**config.mk**
```make
export PLATFORM = sky130hd
export DESIGN_NAME = muldiv_unit
export DESIGN_NICKNAME = d
export VERILOG_FILES = /design/src/rtl/rv32_pkg.sv /design/src/rtl/serial_divider.sv /design/src/rtl/muldiv_unit.sv
export SDC_FILE = /design/constraint.sdc
export NUM_CORES = 2
export LEC_CHECK = 0
export CAP_MARGIN = 20
export CORE_MARGIN = 2
export CORE_UTILIZATION = 65
export CTS_BUF_LIST = sky130_fd_sc_hd__clkbuf_8 sky130_fd_sc_hd__clkbuf_16
export DETAILED_ROUTE_END_ITERATION = 10
export DONT_BUFFER_PORTS = 1
export PLACE_DENSITY_LB_ADDON = 0.25
export SLEW_MARGIN = 20
export SYNTH_ARGS = -nofsm -noshare
export SYNTH_HDL_FRONTEND = slang
export SYNTH_SLANG_ARGS = --single-unit
export TNS_END_PERCENT = 30
```
**constraint.sdc**
```tcl
create_clock -name clk -period 16 [get_ports clk]
set_input_delay 3.2 -clock clk [delete_from_list [all_inputs] [get_ports clk]]
set_output_delay 3.2 -clock clk [all_outputs]
set_load 0.02 [all_outputs]
```
**src/rtl/rv32_pkg.sv**
```systemverilog
// Shared RV32 execute-stage types: M-extension opcodes (funct3 encoding)
// and the multiply/divide unit state machine.
package rv32_pkg;

    typedef enum logic [2:0] {
        MD_MUL    = 3'd0,
        MD_MULH   = 3'd1,
        MD_MULHSU = 3'd2,
        MD_MULHU  = 3'd3,
        MD_DIV    = 3'd4,
        MD_DIVU   = 3'd5,
        MD_REM    = 3'd6,
        MD_REMU   = 3'd7
    } md_op_e;

    typedef enum logic [1:0] {
        ST_IDLE = 2'd0,
        ST_MUL  = 2'd1,
        ST_DIV  = 2'd2,
        ST_DONE = 2'd3
    } md_state_e;

    // DIV and REM have funct3[0]==0; the unsigned variants have it set.
    function automatic logic md_is_signed_div(md_op_e op);
        return !op[0];
    endfunction

    function automatic logic md_is_rem(md_op_e op);
        return op[1];
    endfunction

endpackage

```
**src/rtl/serial_divider.sv**
```systemverilog
// Radix-2 restoring divider on unsigned magnitudes: one quotient bit per
// cycle, done pulses for one cycle after the last iteration.
module serial_divider #(
    parameter int XLEN = 32
) (
    input  logic            clk,
    input  logic            reset,
    input  logic            clear,
    input  logic            start,
    input  logic [XLEN-1:0] dividend,
    input  logic [XLEN-1:0] divisor,
    output logic            busy,
    output logic            done,
    output logic [XLEN-1:0] quotient,
    output logic [XLEN-1:0] remainder
);

    localparam int CW = $clog2(XLEN + 1);

    logic [CW-1:0]   count;
    logic [XLEN-1:0] quo_q;
    logic [XLEN-1:0] rem_q;
    logic [XLEN-1:0] dvs_q;
    logic [XLEN:0]   shifted;
    logic [XLEN:0]   diff;

    // Partial remainder stays below the divisor, so XLEN+1 bits always hold it.
    always_comb begin
        shifted = {rem_q, quo_q[XLEN-1]};
        diff    = shifted - {1'b0, dvs_q};
    end

    always_ff @(posedge clk) begin
        if (reset || clear) begin
            busy  <= 1'b0;
            done  <= 1'b0;
            count <= '0;
            quo_q <= '0;
            rem_q <= '0;
            dvs_q <= '0;
        end else begin
            done <= 1'b0;
            if (start && !busy) begin
                quo_q <= dividend;
                rem_q <= '0;
                dvs_q <= divisor;
                count <= CW'(XLEN);
                busy  <= 1'b1;
            end else if (busy) begin
                if (diff[XLEN]) begin
                    rem_q <= shifted[XLEN-1:0];
                    quo_q <= {quo_q[XLEN-2:0], 1'b0};
                end else begin
                    rem_q <= diff[XLEN-1:0];
                    quo_q <= {quo_q[XLEN-2:0], 1'b1};
                end
                count <= count - 1'b1;
                if (count == CW'(1)) begin
                    busy <= 1'b0;
                    done <= 1'b1;
                end
            end
        end
    end

    assign quotient  = quo_q;
    assign remainder = rem_q;

endmodule

```
**src/rtl/muldiv_unit.sv**
```systemverilog
// RV32M multiply/divide unit: pipelined multiplier, serial divider with
// one-cycle special cases, one operation in flight between two handshakes.
module muldiv_unit
    import rv32_pkg::*;
#(
    parameter int XLEN       = 32,
    parameter int MUL_STAGES = 2,
    parameter int TAG_W      = 5
) (
    input  logic             clk,
    input  logic             reset,
    input  logic             flush,
    input  logic             in_valid,
    output logic             in_ready,
    input  logic [2:0]       in_op,
    input  logic [XLEN-1:0]  in_rs1,
    input  logic [XLEN-1:0]  in_rs2,
    input  logic [TAG_W-1:0] in_tag,
    output logic             out_valid,
    input  logic             out_ready,
    output logic [XLEN-1:0]  out_result,
    output logic [TAG_W-1:0] out_tag
);

    localparam int CW = (MUL_STAGES > 1) ? $clog2(MUL_STAGES) : 1;
    localparam logic [CW-1:0]   MUL_LAST = CW'(MUL_STAGES - 1);
    localparam logic [XLEN-1:0] MIN_INT  = {1'b1, {(XLEN-1){1'b0}}};

    md_state_e          state, next_state;
    md_op_e             op_q;
    logic [XLEN-1:0]    rs1_q, rs2_q;
    logic [TAG_W-1:0]   tag_q;
    logic [CW-1:0]      mul_cnt;
    logic               accept;

    logic signed [XLEN:0]     mul_a, mul_b;
    logic signed [2*XLEN+1:0] prod_full;
    logic [2*XLEN-1:0]        mul_src;
    logic                     unused_prod_top;

    logic            signed_div, neg_a, neg_b, div_by_zero, div_ovf, div_special;
    logic [XLEN-1:0] a_mag, b_mag, special_result, div_result;
    logic            div_start, div_busy, div_done;
    logic [XLEN-1:0] div_quo, div_rem;
    logic [XLEN-1:0] done_value;

    assign accept    = (state == ST_IDLE) && in_valid && !flush;
    assign in_ready  = (state == ST_IDLE);
    assign out_valid = (state == ST_DONE);
    assign out_tag   = tag_q;

    // One extra bit per operand lets a single signed multiplier cover all four MUL variants.
    always_comb begin
        mul_a     = {(op_q != MD_MULHU) & rs1_q[XLEN-1], rs1_q};
        mul_b     = {((op_q == MD_MUL) || (op_q == MD_MULH)) & rs2_q[XLEN-1], rs2_q};
        prod_full = mul_a * mul_b;
    end

    assign unused_prod_top = ^prod_full[2*XLEN+1:2*XLEN];

    generate
        if (MUL_STAGES == 1) begin : g_no_pipe
            assign mul_src = prod_full[2*XLEN-1:0];
        end else begin : g_pipe
            logic [2*XLEN-1:0] pipe [MUL_STAGES-1];
            always_ff @(posedge clk) begin
                pipe[0] <= prod_full[2*XLEN-1:0];
                for (int i = 1; i < MUL_STAGES - 1; i++) begin
                    pipe[i] <= pipe[i-1];
                end
            end
            assign mul_src = pipe[MUL_STAGES-2];
        end
    endgenerate

    always_comb begin
        signed_div     = md_is_signed_div(op_q);
        neg_a          = signed_div & rs1_q[XLEN-1];
        neg_b          = signed_div & rs2_q[XLEN-1];
        a_mag          = neg_a ? -rs1_q : rs1_q;
        b_mag          = neg_b ? -rs2_q : rs2_q;
        div_by_zero    = (rs2_q == '0);
        div_ovf        = signed_div && (rs1_q == MIN_INT) && (rs2_q == '1);
        div_special    = div_by_zero || div_ovf;
        special_result = '0;
        if (div_by_zero) begin
            special_result = md_is_rem(op_q) ? rs1_q : '1;
        end else if (div_ovf) begin
            special_result = md_is_rem(op_q) ? '0 : MIN_INT;
        end
        if (md_is_rem(op_q)) begin
            div_result = neg_a ? -div_rem : div_rem;
        end else begin
            div_result = (neg_a ^ neg_b) ? -div_quo : div_quo;
        end
    end

    // The first DIV cycle is the only one where the divider is neither busy nor done.
    assign div_start = (state == ST_DIV) && !div_busy && !div_done && !div_special && !flush;

    serial_divider #(.XLEN(XLEN)) u_divider (
        .clk       (clk),
        .reset     (reset),
        .clear     (flush),
        .start     (div_start),
        .dividend  (a_mag),
        .divisor   (b_mag),
        .busy      (div_busy),
        .done      (div_done),
        .quotient  (div_quo),
        .remainder (div_rem)
    );

    always_comb begin
        next_state = state;
        done_value = '0;
        case (state)
            ST_IDLE: begin
                if (accept) begin
                    next_state = in_op[2] ? ST_DIV : ST_MUL;
                end
            end
            ST_MUL: begin
                done_value = (op_q == MD_MUL) ? mul_src[XLEN-1:0] : mul_src[2*XLEN-1:XLEN];
                if (mul_cnt == MUL_LAST) begin
                    next_state = ST_DONE;
                end
            end
            ST_DIV: begin
                if (div_done) begin
                    done_value = div_result;
                    next_state = ST_DONE;
                end else if (!div_busy && div_special) begin
                    done_value = special_result;
                    next_state = ST_DONE;
                end
            end
            ST_DONE: begin
                if (out_ready) begin
                    next_state = ST_IDLE;
                end
            end
            default: next_state = ST_IDLE;
        endcase
        if (flush) begin
            next_state = ST_IDLE;
        end
    end

    always_ff @(posedge clk) begin
        if (reset) begin
            state <= ST_IDLE;
        end else begin
            state <= next_state;
        end
    end

    always_ff @(posedge clk) begin
        if (reset) begin
            op_q       <= MD_MUL;
            rs1_q      <= '0;
            rs2_q      <= '0;
            tag_q      <= '0;
            mul_cnt    <= '0;
            out_result <= '0;
        end else begin
            if (accept) begin
                op_q    <= md_op_e'(in_op);
                rs1_q   <= in_rs1;
                rs2_q   <= in_rs2;
                tag_q   <= in_tag;
                mul_cnt <= '0;
            end else if (state == ST_MUL) begin
                mul_cnt <= mul_cnt + 1'b1;
            end
            if ((state != ST_DONE) && (next_state == ST_DONE)) begin
                out_result <= done_value;
            end
        end
    end

endmodule

```
==> results.md <==
- Die Wd: 290 um
- Pre-antenna DRT Iters: 6
- Post-layout util: between 60% and 70%
- Row count: 104
- F_max: about 98 MHz
- Top-count cell post-synth: inv_1
- Ys flop type: dfxtp_1
- Residual DRC: 0
- First-pass GRT wire length: 251 mm
- Post-synth ARST share: 0%
- Final #Nets: 7343
- DR vias/cell: 6.05
- Die area: about 0.084 mm2
- Placed Cells: slightly below 7000
- Reg area: ~0.0055 mm2
- Worst-skew pair later-pin latency: 0.59 ns
- CP max FO: 34
- Crit path capture type: flip-flop
- Post-synth cell types: between 90 and 100
- RSZ-0062 raised after global routing: false
- WHS Path Cells: 2
- Final period util: between 60% and 70%
- Critical path's slowest cell: fa_1
- HP Class: reg2reg
- Critical Path RT: ~17 ns
- DPL Wire Length: ~120 mm
- Synthesized net count: 7625
- Outcome: finished clean
- Final setup vio count: 0
- Crit Path Category: reg2reg
- Syn Area/Cell: ~8.6 um2
- Pwr/cell area: 47.1 mW/mm2
- Peak VDD IR: roughly 0.085 mV
- Aggregate global routing overflow: 0
- CTS tree: built
- Post-CTS resize count: 0
- DRT antenna net count: 0
- Synth warn: 0
- Sequential area share after synthesis: just over 10%
- R2R depth: 29
- Crit path time final: around 10 ns
- DRT Wirelength: roughly 160 mm
- Max Cap Violations: 0
- Post-CTS setup buffer count: 0
- Ranking of synthesized cells by area: fa_1 42%, dfxtp_1 10%, inv_1 8.9%
- Clk buf depth: 3
- Finished Layout Cells: 6969
- Max Transition Viols Final: 0
- H-tree level count: 1
- Post-synth top cells: 1264 x inv_1, 1126 x fa_1, 1080 x nand2_1, 275 x dfxtp_1, 269 x clkbuf_1
- All-Layer GR Usage: between 30% and 40%
- Vias: roughly 42000
- Root Buffer: clkbuf_16
- Initial antenna violation count: 5
- Routability Congestion: around 1.0
- Die height: about 290 um
- Arr. time, crit path: ~11 ns
- EDFF count, synth: 0
- Largest net degree at the start of global routing: between 100 and 150
- Area of the multi-input gates: ~0.041 mm2
- Core Region: 0.0807 mm2
- Power, Total: around 2.6 mW
- Critical Path Most Common Cell: inv_1
- CTS Hold Bufs: 0
- R2R Setup Slk: 5.77 ns
- Number of global-route vias before repair: ~44000
- CTS Sinks: around 280
- Setup_tns: 0 ns
- Port Buf Inserts: 0
- Final Skew: around 0.017 ns
- Leakage: between 20 and 30 nW
- Final Hold Fails: 0
- Worst setup SP type: flip-flop
- Initial cell density of the core: around two thirds
- Yosys reg bits: between 200 and 300
- Slew HR: 21.0%
- Filler cells: about 6600
- Ports: approximately 120
- P&R area growth vs syn: 2.98%
- Cell count after synthesis: 6166
- Synth area leader: fa_1
- Routed length per instance: roughly 23 um
- Worst-margin pin slew: between 1 and 1.5 ns
- DR iter-0 viols: 4096
- CTS buffer count: 31
- Share of cells above drive strength 1: roughly 4.1%
- Yosys top cell area share: 42.4%
- Synthesized area: about 0.053 mm2
- Worst-path clk slew: about 0.060 ns
- CP max stage delay: 0.87 ns
routing by layer:
metal / up-vias / wire, um / GRT usage [%]
li1: 18079 / - / -
met1: 21214 / 59600 / 51.0
met2: 2358 / 71800 / 60.8
met3: 523 / 18200 / 9.08
met4: 0 / 8910 / 17.9
met5: - / 0 / 0
cell usage in the layout, fill, tap and decap left out, types with 25 or more instances in the layout:
cell / instances
a211oi_1: 63
dfxtp_1: 251
fa_1: 1125
nor3_1: 42
mux2i_1: 35
o31ai_1: 52
o21ai_0: 124
nand3b_1: 28
nand3_1: 34
nor2_1: 221
buf_4: 90
a221oi_1: 25
nand4_1: 26
a21o_1: 46
ha_1: 256
xor2_1: 95
inv_1: 1271
and2_1: 244
xnor2_1: 124
a21oi_1: 262
clkbuf_16: 31
nand2_1: 1079
mux2_2: 31
report_power, final:
part           leakage (nW)  switching (mW)  total [mW]  internal (mW)
combinational          22.8           0.674        1.02          0.345
sequential             2.25          0.0592       0.806          0.747
clock                 0.542           0.312       0.752          0.440
total                  25.6            1.04        2.58           1.53
state kept, by name, summed over array words and instances, names as in the netlist, 2 cells and up:
| register | flops |
|---|---|
| g_pipe.pipe | 64 |
| out_result | 32 |
| rs1_q | 32 |
| rs2_q | 32 |
| u_divider.dvs_q | 32 |
| u_divider.quotient | 32 |
| u_divider.remainder | 32 |
| u_divider.count | 6 |
| out_tag | 5 |
| op_q | 3 |
| state | 2 |
worst max-delay path: cells and delay by family, from the launching register on:
family,cells,cell delay [ns]
fa+ha+maj,9,5.05
simple gates,5,1.97
flops,1,0.30
compound gates,5,0.91
buf+inv,10,1.86
worst paths after layout:
kind,startpoint,to
worst max-delay path,op_q[1],g_pipe.pipe[0][58]
worst max register to register,op_q[1],g_pipe.pipe[0][58]
worst min-delay path,rs1_q[22],rs1_q[22]
worst min register to register,rs1_q[22],rs1_q[22]
cell type report:
cell class	count	share of cell area, %
Multi-Input combinational cell	4222	75.6
Sequential cell	275	10.1
Inverter	1264	8.67
Tap cell	1060	2.42
Clock buffer	36	1.54
Timing Repair Buffer	90	1.23
Clock inverter	20	0.396
Antenna cell	2	0.00915
logic make-up after synthesis:
group           after synthesis  synth area share (%)
buf+inv                    1669                  11.9
compound gates              731                  8.83
xor+xnor                    220                  3.63
fa+ha+maj                  1382                  48.4
simple gates               1820                  15.5
flops                       275                  10.4
mux                          69                  1.38
per-stage QoR:
step	worst slack, ns	hold WS [ns]	area, um2
CTS	5.73	0.449	54700
global placement	5.95	0.439	53600
global route	5.29	0.476	54700
floorplan	7.25	0.432	53100
detailed placement	5.74	0.441	53600
finish	5.77	0.452	54700
(Power assumes the default switching activity.)
